<file path="config.mk">
export PLATFORM = sky130hd
export DESIGN_NAME = dda_wall_marcher_flat
export DESIGN_NICKNAME = d
export VERILOG_FILES = /design/src/rtl/dda_wall_marcher_if.sv /design/src/rtl/dda_wall_marcher.sv /design/src/flat_wrapper.sv
export SDC_FILE = /design/constraint.sdc
export NUM_CORES = 1
export LEC_CHECK = 0
export CORE_AREA = 2 2 144 146
export DETAILED_ROUTE_END_ITERATION = 10
export DIE_AREA = 0 0 146 148
export GPL_ROUTABILITY_DRIVEN = 1
export PLACE_DENSITY = 0.8
export SETUP_SLACK_MARGIN = 0.2
export SYNTH_ARGS = -nofsm -noshare
export SYNTH_HDL_FRONTEND = slang
export SYNTH_SLANG_ARGS = --single-unit
</file>
<file path="constraint.sdc">
create_clock -name pixel_clk_in -period 11.4 [get_ports pixel_clk_in]
set_input_delay 2.28 -clock pixel_clk_in [delete_from_list [all_inputs] [get_ports pixel_clk_in]]
set_output_delay 2.28 -clock pixel_clk_in [all_outputs]
set_load 0.02 [all_outputs]
</file>
<file path="src/rtl/dda_wall_marcher_if.sv">
// Ray-setup / result / map-read bundle between the ray setup stage, the DDA marcher and the column renderer.
// With DDA_STATS_EN defined the bundle also carries step_count_out.
interface dda_wall_marcher_if #(
  parameter int MAP_SIZE = 24,
  parameter int ADDR_W   = $clog2(MAP_SIZE * MAP_SIZE)
);
  logic              valid_in;
  logic              ready_out;
  logic [8:0]        hcount_in;
  logic [7:0]        mapX_in;
  logic [7:0]        mapY_in;
  logic              stepX_in;
  logic              stepY_in;
  logic [15:0]       sideDistX_in;
  logic [15:0]       sideDistY_in;
  logic [15:0]       deltaDistX_in;
  logic [15:0]       deltaDistY_in;
  logic [ADDR_W-1:0] map_addr;
  logic [3:0]        map_data;
  logic              valid_out;
  logic              ready_in;
  logic [8:0]        hcount_out;
  logic [3:0]        wall_type_out;
  logic              side_out;
  logic [15:0]       perp_dist_out;
`ifdef DDA_STATS_EN
  logic [7:0]        step_count_out;
`endif

  modport master (
`ifdef DDA_STATS_EN
    input  step_count_out,
`endif
    output valid_in, hcount_in, mapX_in, mapY_in, stepX_in, stepY_in,
    output sideDistX_in, sideDistY_in, deltaDistX_in, deltaDistY_in,
    output map_data, ready_in,
    input  ready_out, map_addr, valid_out, hcount_out, wall_type_out, side_out, perp_dist_out
  );

  modport slave (
`ifdef DDA_STATS_EN
    output step_count_out,
`endif
    input  valid_in, hcount_in, mapX_in, mapY_in, stepX_in, stepY_in,
    input  sideDistX_in, sideDistY_in, deltaDistX_in, deltaDistY_in,
    input  map_data, ready_in,
    output ready_out, map_addr, valid_out, hcount_out, wall_type_out, side_out, perp_dist_out
  );
endinterface

</file>
<file path="src/rtl/dda_wall_marcher.sv">
// DDA grid walk for one screen column: steps the ray cell by cell, reads the map, reports the wall hit.
// Optional macro DDA_STATS_EN adds step_count_out (steps taken for the current result).
module dda_wall_marcher #(
  parameter int MAP_SIZE    = 24,
  parameter int MAP_LATENCY = 2,
  parameter int MAX_STEPS   = 64,
  parameter int ADDR_W      = $clog2(MAP_SIZE * MAP_SIZE)
) (
  input logic              pixel_clk_in,
  input logic              rst_in,
  dda_wall_marcher_if.slave bus
);

  typedef enum logic [2:0] {
    IDLE  = 3'd0,
    STEP  = 3'd1,
    FETCH = 3'd2,
    CHECK = 3'd3,
    DONE  = 3'd4
  } state_t;

  localparam logic [7:0]        MAP_SIZE_B = 8'(MAP_SIZE);
  localparam logic [ADDR_W-1:0] MAP_SIZE_A = ADDR_W'(MAP_SIZE);
  localparam logic [7:0]        MAX_STEP_B = 8'(MAX_STEPS);
  localparam logic [7:0]        LAT_LAST_B = 8'(MAP_LATENCY - 1);

  function automatic logic [15:0] sat_add16(input logic [15:0] a, input logic [15:0] b);
    logic [16:0] sum;
    sum = {1'b0, a} + {1'b0, b};
    sat_add16 = sum[16] ? 16'hFFFF : sum[15:0];
  endfunction

  state_t            state_r;
  logic [8:0]        hcount_r;
  logic [7:0]        map_x_r, map_y_r;
  logic              step_x_r, step_y_r;
  logic [15:0]       side_x_r, side_y_r, delta_x_r, delta_y_r;
  logic [15:0]       perp_r;
  logic              side_r;
  logic [7:0]        step_cnt_r;
  logic [7:0]        wait_cnt_r;
  logic              ready_out_r, valid_out_r, side_out_r;
  logic [ADDR_W-1:0] map_addr_r;
  logic [8:0]        hcount_out_r;
  logic [3:0]        wall_out_r;
  logic [15:0]       perp_out_r;
`ifdef DDA_STATS_EN
  logic [7:0]        step_count_out_r;
`endif

  logic              take_x_s, oob_s;
  logic [7:0]        nx_s, ny_s, new_x_s, new_y_s;
  logic [15:0]       chosen_s;
  logic [ADDR_W-1:0] addr_s;

  // Next-cell selection for the STEP state; ties on sideDist go to the Y axis.
  always_comb begin
    take_x_s = 1'b0;
    nx_s     = map_x_r;
    ny_s     = map_y_r;
    new_x_s  = map_x_r;
    new_y_s  = map_y_r;
    chosen_s = side_y_r;
    take_x_s = (side_x_r < side_y_r);
    if (step_x_r) nx_s = map_x_r + 8'd1;
    else          nx_s = map_x_r - 8'd1;
    if (step_y_r) ny_s = map_y_r + 8'd1;
    else          ny_s = map_y_r - 8'd1;
    if (take_x_s) begin
      new_x_s  = nx_s;
      chosen_s = side_x_r;
    end else begin
      new_y_s  = ny_s;
      chosen_s = side_y_r;
    end
    oob_s  = (new_x_s >= MAP_SIZE_B) || (new_y_s >= MAP_SIZE_B);
    addr_s = ADDR_W'(new_y_s) * MAP_SIZE_A + ADDR_W'(new_x_s);
  end

  // Marcher FSM: ray latch, stepping, map-read wait, hit check and result handshake.
  always_ff @(posedge pixel_clk_in) begin
    if (rst_in) begin
      state_r      <= IDLE;
      hcount_r     <= 9'd0;
      map_x_r      <= 8'd0;
      map_y_r      <= 8'd0;
      step_x_r     <= 1'b0;
      step_y_r     <= 1'b0;
      side_x_r     <= 16'd0;
      side_y_r     <= 16'd0;
      delta_x_r    <= 16'd0;
      delta_y_r    <= 16'd0;
      perp_r       <= 16'd0;
      side_r       <= 1'b0;
      step_cnt_r   <= 8'd0;
      wait_cnt_r   <= 8'd0;
      ready_out_r  <= 1'b0;
      valid_out_r  <= 1'b0;
      map_addr_r   <= '0;
      hcount_out_r <= 9'd0;
      wall_out_r   <= 4'd0;
      side_out_r   <= 1'b0;
      perp_out_r   <= 16'd0;
`ifdef DDA_STATS_EN
      step_count_out_r <= 8'd0;
`endif
    end else begin
      case (state_r)
        IDLE: begin
          if (bus.valid_in && ready_out_r) begin
            hcount_r    <= bus.hcount_in;
            map_x_r     <= bus.mapX_in;
            map_y_r     <= bus.mapY_in;
            step_x_r    <= bus.stepX_in;
            step_y_r    <= bus.stepY_in;
            side_x_r    <= bus.sideDistX_in;
            side_y_r    <= bus.sideDistY_in;
            delta_x_r   <= bus.deltaDistX_in;
            delta_y_r   <= bus.deltaDistY_in;
            step_cnt_r  <= 8'd0;
            ready_out_r <= 1'b0;
            state_r     <= STEP;
          end else begin
            ready_out_r <= 1'b1;
          end
        end
        STEP: begin
          perp_r     <= chosen_s;
          side_r     <= ~take_x_s;
          map_x_r    <= new_x_s;
          map_y_r    <= new_y_s;
          step_cnt_r <= step_cnt_r + 8'd1;
          if (take_x_s) side_x_r <= sat_add16(side_x_r, delta_x_r);
          else          side_y_r <= sat_add16(side_y_r, delta_y_r);
          // Leaving the map ends the ray without touching map_addr.
          if (oob_s) begin
            hcount_out_r <= hcount_r;
            wall_out_r   <= 4'hF;
            side_out_r   <= ~take_x_s;
            perp_out_r   <= chosen_s;
            valid_out_r  <= 1'b1;
`ifdef DDA_STATS_EN
            step_count_out_r <= step_cnt_r + 8'd1;
`endif
            state_r      <= DONE;
          end else begin
            map_addr_r <= addr_s;
            wait_cnt_r <= 8'd0;
            state_r    <= FETCH;
          end
        end
        FETCH: begin
          if (wait_cnt_r == LAT_LAST_B) state_r <= CHECK;
          else                          wait_cnt_r <= wait_cnt_r + 8'd1;
        end
        CHECK: begin
          if (bus.map_data != 4'd0) begin
            hcount_out_r <= hcount_r;
            wall_out_r   <= bus.map_data;
            side_out_r   <= side_r;
            perp_out_r   <= perp_r;
            valid_out_r  <= 1'b1;
`ifdef DDA_STATS_EN
            step_count_out_r <= step_cnt_r;
`endif
            state_r      <= DONE;
          end else if (step_cnt_r == MAX_STEP_B) begin
            hcount_out_r <= hcount_r;
            wall_out_r   <= 4'd0;
            side_out_r   <= side_r;
            perp_out_r   <= 16'hFFFF;
            valid_out_r  <= 1'b1;
`ifdef DDA_STATS_EN
            step_count_out_r <= step_cnt_r;
`endif
            state_r      <= DONE;
          end else begin
            state_r <= STEP;
          end
        end
        DONE: begin
          if (bus.ready_in) begin
            valid_out_r <= 1'b0;
            ready_out_r <= 1'b1;
            state_r     <= IDLE;
          end else begin
            valid_out_r <= 1'b1;
          end
        end
        default: begin
          valid_out_r <= 1'b0;
          ready_out_r <= 1'b0;
          state_r     <= IDLE;
        end
      endcase
    end
  end

  assign bus.ready_out     = ready_out_r;
  assign bus.valid_out     = valid_out_r;
  assign bus.map_addr      = map_addr_r;
  assign bus.hcount_out    = hcount_out_r;
  assign bus.wall_type_out = wall_out_r;
  assign bus.side_out      = side_out_r;
  assign bus.perp_dist_out = perp_out_r;
`ifdef DDA_STATS_EN
  assign bus.step_count_out = step_count_out_r;
`endif

endmodule

</file>
<file path="src/flat_wrapper.sv">
// flat-port wrapper written by rule: the top's interface ports become plain ports
module dda_wall_marcher_flat 
#(
  parameter int MAP_SIZE    = 24,
  parameter int MAP_LATENCY = 2,
  parameter int MAX_STEPS   = 64,
  parameter int ADDR_W      = $clog2(MAP_SIZE * MAP_SIZE)
)
  (pixel_clk_in, rst_in, bus_valid_in, bus_hcount_in, bus_mapX_in, bus_mapY_in, bus_stepX_in, bus_stepY_in, bus_sideDistX_in, bus_sideDistY_in, bus_deltaDistX_in, bus_deltaDistY_in, bus_map_data, bus_ready_in, bus_ready_out, bus_map_addr, bus_valid_out, bus_hcount_out, bus_wall_type_out, bus_side_out, bus_perp_dist_out);
  dda_wall_marcher_if #(.MAP_SIZE(MAP_SIZE), .ADDR_W(ADDR_W)) bus_i ();
  input logic pixel_clk_in;
  input logic rst_in;
  input wire logic [$bits(bus_i.valid_in)-1:0] bus_valid_in;
  input wire logic [$bits(bus_i.hcount_in)-1:0] bus_hcount_in;
  input wire logic [$bits(bus_i.mapX_in)-1:0] bus_mapX_in;
  input wire logic [$bits(bus_i.mapY_in)-1:0] bus_mapY_in;
  input wire logic [$bits(bus_i.stepX_in)-1:0] bus_stepX_in;
  input wire logic [$bits(bus_i.stepY_in)-1:0] bus_stepY_in;
  input wire logic [$bits(bus_i.sideDistX_in)-1:0] bus_sideDistX_in;
  input wire logic [$bits(bus_i.sideDistY_in)-1:0] bus_sideDistY_in;
  input wire logic [$bits(bus_i.deltaDistX_in)-1:0] bus_deltaDistX_in;
  input wire logic [$bits(bus_i.deltaDistY_in)-1:0] bus_deltaDistY_in;
  input wire logic [$bits(bus_i.map_data)-1:0] bus_map_data;
  input wire logic [$bits(bus_i.ready_in)-1:0] bus_ready_in;
  output wire logic [$bits(bus_i.ready_out)-1:0] bus_ready_out;
  output wire logic [$bits(bus_i.map_addr)-1:0] bus_map_addr;
  output wire logic [$bits(bus_i.valid_out)-1:0] bus_valid_out;
  output wire logic [$bits(bus_i.hcount_out)-1:0] bus_hcount_out;
  output wire logic [$bits(bus_i.wall_type_out)-1:0] bus_wall_type_out;
  output wire logic [$bits(bus_i.side_out)-1:0] bus_side_out;
  output wire logic [$bits(bus_i.perp_dist_out)-1:0] bus_perp_dist_out;
  assign bus_i.valid_in = bus_valid_in;
  assign bus_i.hcount_in = bus_hcount_in;
  assign bus_i.mapX_in = bus_mapX_in;
  assign bus_i.mapY_in = bus_mapY_in;
  assign bus_i.stepX_in = bus_stepX_in;
  assign bus_i.stepY_in = bus_stepY_in;
  assign bus_i.sideDistX_in = bus_sideDistX_in;
  assign bus_i.sideDistY_in = bus_sideDistY_in;
  assign bus_i.deltaDistX_in = bus_deltaDistX_in;
  assign bus_i.deltaDistY_in = bus_deltaDistY_in;
  assign bus_i.map_data = bus_map_data;
  assign bus_i.ready_in = bus_ready_in;
  assign bus_ready_out = bus_i.ready_out;
  assign bus_map_addr = bus_i.map_addr;
  assign bus_valid_out = bus_i.valid_out;
  assign bus_hcount_out = bus_i.hcount_out;
  assign bus_wall_type_out = bus_i.wall_type_out;
  assign bus_side_out = bus_i.side_out;
  assign bus_perp_dist_out = bus_i.perp_dist_out;
  dda_wall_marcher #(.MAP_SIZE(MAP_SIZE), .MAP_LATENCY(MAP_LATENCY), .MAX_STEPS(MAX_STEPS), .ADDR_W(ADDR_W)) u_core (.pixel_clk_in(pixel_clk_in), .rst_in(rst_in), .bus(bus_i));
endmodule
</file>
* Word level (Yosys, flattened, before mapping)
Index checks and enable logic that the tools add are counted.
** Storage, ports and cells
- Logic and storage cells :: 125
- Output and inout bits :: 42
- Register bits after elaboration :: 169
** Cells by class
- Reductions and logical operators :: 19
- Add/subtract/negate cells :: 9
- Equal/unequal tests :: 15
- Muxes and demuxes :: 53
- Bitwise gates (word level) :: 4
- Multiply operators :: 1
- Magnitude comparators :: 3
** Operators with widths (count)
- $mux W16 :: 10
- $pmux W16 S2 :: 3
- $mux W8 :: 9
- $pmux W8 S2 :: 4
- $add A16 B16 Y17 :: 2
- $add A8 B1 Y8 const B :: 4
- $mux W9 :: 3
- $mux W3 :: 6
- $pmux W9 S2 :: 1
- $reduce_and A3 Y1 :: 6
- $ge A8 B5 Y1 const B :: 2
- $lt A16 B16 Y1 :: 1
- $sub A8 B1 Y8 const B :: 2
- $pmux W3 S5 :: 1
- $mux W4 :: 3
- $add A10 B8 Y10 :: 1
- $mux W1 :: 9
- $eq A8 B1 Y1 const B :: 1
- $eq A8 B7 Y1 const B :: 1
- $mul A8 B2 Y7 const B :: 1
- $ne A2 B1 Y1 const B :: 4
- $ne A2 B2 Y1 const B :: 4
- $pmux W4 S2 :: 1
- $reduce_and A2 Y1 :: 4
- other kinds (15) :: 21

* Longest topological paths before layout
- Word-level depth :: 7
- Depth in mapped cells :: 21

* Worst setup path before layout
OpenSTA, ideal clock, no wires.
- Kind :: input-to-reg
- Start point :: in bus_valid_in
- End point :: reg u_core.delta_x_r[0]
- Slack :: 7.300 ns
- Data required time :: 11.329 ns
- Cell stages on the path :: 6
- Arrival :: 4.029 ns
- Cells stage by stage :: nand2_1 nor4_1 clkbuf_1 clkbuf_1 nand2_1 a21oi_1
** Between the ends
- Cells in the longest elaborated chain, start to end :: 2
** RTL lines
- start, declared :: RTL line flat_wrapper.sv:13 : input wire logic [$bits(bus_i.valid_in)-1:0] bus_valid_in;
- $logic_and A1 B1 Y1 :: RTL line dda_wall_marcher.sv:110 : if (bus.valid_in && ready_out_r) begin
- $reduce_and A2 Y1 (no source line)
- end signal, assigned :: RTL line dda_wall_marcher.sv:118 : delta_x_r <= bus.deltaDistX_in;
- end, declared :: RTL line dda_wall_marcher.sv:37 : logic [15:0] side_x_r, side_y_r, delta_x_r, delta_y_r;
No other way between the ends.
A chain may end at the register's enable or synchronous reset.

* Final worst setup path
- Start point :: reg u_core.side_y_r[11]
- End point :: reg u_core.map_addr_r[9] (netlist: u_core.bus.map_addr[9])
** Between the ends
- Cells in the longest elaborated chain, start to end :: 6
** RTL lines
- start, declared :: RTL line dda_wall_marcher.sv:37
- start signal, assigned :: RTL line dda_wall_marcher.sv:117 : side_y_r <= bus.sideDistY_in;
- start signal, assigned :: RTL line dda_wall_marcher.sv:134 : else side_y_r <= sat_add16(side_y_r, delta_y_r);
- $lt A16 B16 Y1 (*) :: RTL line dda_wall_marcher.sv:64 : take_x_s = (side_x_r < side_y_r);
- branches (longest 5 deep; another with $add A10 B8 Y10)
- end signal, assigned :: RTL line dda_wall_marcher.sv:147 : map_addr_r <= addr_s;
- end, declared :: RTL line dda_wall_marcher.sv:43 : logic [ADDR_W-1:0] map_addr_r;
Every way passes the cells marked *.

==> metrics <==
status finished, final reports clean; CTS tree done; vias in the first global route 8446; Crit. End Element flip-flop; Max Cap Viol 0; DRC 0; met1 usage 31.5%; met2 usage 38.7%; post-synth top area share 34.3%; most frequent cell after synthesis nand2_1; clk sinks 169; Worst Hold Class flip-flop to flip-flop; via/cell ratio 5.62; filler instances 1816; worst-margin pin slew 1.16 ns; Pwr Density 292 nW/um^2; Hold Worst Slack 0.452 ns; area of the multi-input gates 6000 sq um; dominant synthesized flop cell dfxtp_1; CP max stage delay 0.48 ns; Post-CTS Resized 0; M3 GR Usage 5.03%; sequential element share of the synthesized area 34.3%; Crit Path Max Fanout 35; Cell Chain, Critical Path inv_1 -> ha_1 -> nand4_1 -> nor4_2 -> nand3_1 -> nand3_4 -> mux2_4 -> ha_1 -> inv_1 -> a211oi_1 -> a311oi_1 -> xnor2_1 -> ha_1 -> a21oi_1 -> or3_1 -> a31oi_1 -> nor2_1; total track usage 23.8%; Yosys cell types 67; slowest library cell on the worst path nand3_4; GPL Wtd Cong 0.901; first-pass GRT wire length 41900 um; Fin. Hold Viols 0; Std-Cell Core Area 20000 sq um; full die area 21600 sq um; Post-Place Cells 1553; leakage 4.87 nW; Reg clk slew, reported paths 0.07 ns; Critical Path Start Type flip-flop; Most common cell on crit path ha_1; # IOs 141; Vias 8908; Mapped Area 9850 sq um; ratio of cells with drive above 1 in the final layout 6.39%; # diodes 0; Synth Area per Inst 8.21 sq um; post-route insts no fill 1584; Detail Route Antenna Nets 0; Area growth syn-to-layout 21.1%; HPWL after detailed placement 18200 um; DR pass1 iterations 5; Rows 52; H-tree lvl count 4; Crit Path Category flip-flop to flip-flop; Root Driver clkbuf_16; die height 148 um; max-slew violations 0; global route hottest layer met2; Clock Skew 0.00750 ns; commonest cells in the netlist 199 x nand2_1, 169 x dfxtp_1, 118 x a21oi_1, 118 x nor2_1, 75 x ha_1; setup repair bufs after CTS 0; Post-synth ARST share 0%; port buffer count 140; CTS Buf Count 17; DRT iter0 DRCs 605; largest net degree at the start of global routing 80; period utilisation layout 40.7%; largest area contributor in the netlist dfxtp_1; YS warnings 0; Initial Util 49.2%; IR Drop Worst-Case VDD 0.275 mV; initial antenna violation count 0; setup TNS 0 ns; WP data arrival 4.93 ns; drt total wl 25400 um; hold buffers post-CTS 0; total gr overflow 0; Critical Path RT 11.69 ns; Cells after Synth 1200; Final nets 1481; Yosys reg bits 169; Max Buffers Root-to-Sink 2; RSZ-0062 raised after global routing false; clock latency on the worst-skew pair 0.43 ns; crit path time final 4.64 ns; Synth area leaders dfxtp_1 34%, ha_1 9.5%, nand2_1 7.6%; Sequential Area 3380 sq um; Post-synth EDFFs 0; WL/cell 16.1 um; Synthesized Nets 1379; max frequency 216 MHz; Die Wd 146 um; worst rel slew slack 22.4%; setup violators final 0
## registers in the layout, summed over array words and instances (netlist names), 3 cells and up
signal / flops
u_core.bus.perp_dist_out: 16
u_core.delta_x_r: 16
u_core.delta_y_r: 16
u_core.perp_r: 16
u_core.side_x_r: 16
u_core.side_y_r: 16
u_core.bus.map_addr: 10
u_core.bus.hcount_out: 9
u_core.hcount_r: 9
u_core.map_x_r: 8
u_core.map_y_r: 8
u_core.step_cnt_r: 8
u_core.wait_cnt_r: 8
u_core.bus.wall_type_out: 4
u_core.state_r: 3
## final cells by class
class                      instances  area share, %
clock buffer                      17           3.56
clock inverter                    14           1.26
inverter                          49           1.54
multi-input combinational        917           50.2
sequential                       169           28.3
tap                              270           2.83
timing repair buffer             148           12.2
## routing by layer
layer / routed length [um] / up-vias
met1: 11200 / 4171
met2: 11800 / 269
li1: - / 4429
met3: 1860 / 39
met5: 0 / -
met4: 609 / 0
## critical path: cells and delay by family (launching register included)
| kind | cells | cell delay [ns] |
|---|---|---|
| AND/OR/NAND/NOR | 6 | 1.72 |
| multiplexers | 1 | 0.37 |
| buffers and inverters | 2 | 0.14 |
| AO/OA/AOI/OAI | 4 | 0.70 |
| XOR/XNOR | 1 | 0.16 |
| flip-flops | 1 | 0.39 |
| adder cells (fa/ha/maj) | 3 | 1.01 |
## power breakdown
| part | leakage [nW] | internal (mW) | switching [mW] |
|---|---|---|---|
| combinational | 3.22 | 0.916 | 1.22 |
| sequential | 1.37 | 0.680 | 0.0959 |
| clock | 0.276 | 0.323 | 0.251 |
| total | 4.87 | 1.92 | 1.56 |
## cells by family after synthesis
kind of cell,Yosys count,share of synthesized area (%)
multiplexers,46,4.77
AND/OR/NAND/NOR,417,18.6
XOR/XNOR,57,5.07
adder cells (fa/ha/maj),80,10.5
AO/OA/AOI/OAI,317,21.7
flip-flops,169,34.3
buffers and inverters,114,4.97
## cell usage in the layout (no fill, tap or decap), types with 23 or more instances in the layout
| cell type | netlist | final |
|---|---|---|
| nand2_1 | 199 | 199 |
| dfxtp_1 | 169 | 169 |
| clkdlybuf4s50_1 | 0 | 139 |
| nor2_1 | 118 | 118 |
| a21oi_1 | 118 | 118 |
| ha_1 | 75 | 75 |
| inv_1 | 49 | 49 |
| mux2i_1 | 41 | 41 |
| xnor2_1 | 39 | 39 |
| o21ai_0 | 36 | 36 |
| a211oi_1 | 23 | 23 |
## through the flow
stage,area (sq um),power [mW],setup slack (ns),util [%]
detailed placement,11400,2.88,6.49,56.7
CTS,11900,3.48,6.79,59.6
global route,11900,3.77,6.36,59.6
global placement,11400,2.82,6.59,56.7
finish,11900,3.48,6.76,59.6
floorplan,9850,2.43,7.30,-
## final timing paths
path                                                  start                          end  slack (ns)  cells past startpoint
worst min register to register  u_core.bus.perp_dist_out[1]  u_core.bus.perp_dist_out[1]        0.45                      2
worst max-delay path                    u_core.side_y_r[11]       u_core.bus.map_addr[9]        6.76                     17
worst max register to register          u_core.side_y_r[11]       u_core.bus.map_addr[9]        6.76                     17
worst min-delay path            u_core.bus.perp_dist_out[1]  u_core.bus.perp_dist_out[1]        0.45                      2
Power figures use the tool's default switching activity.
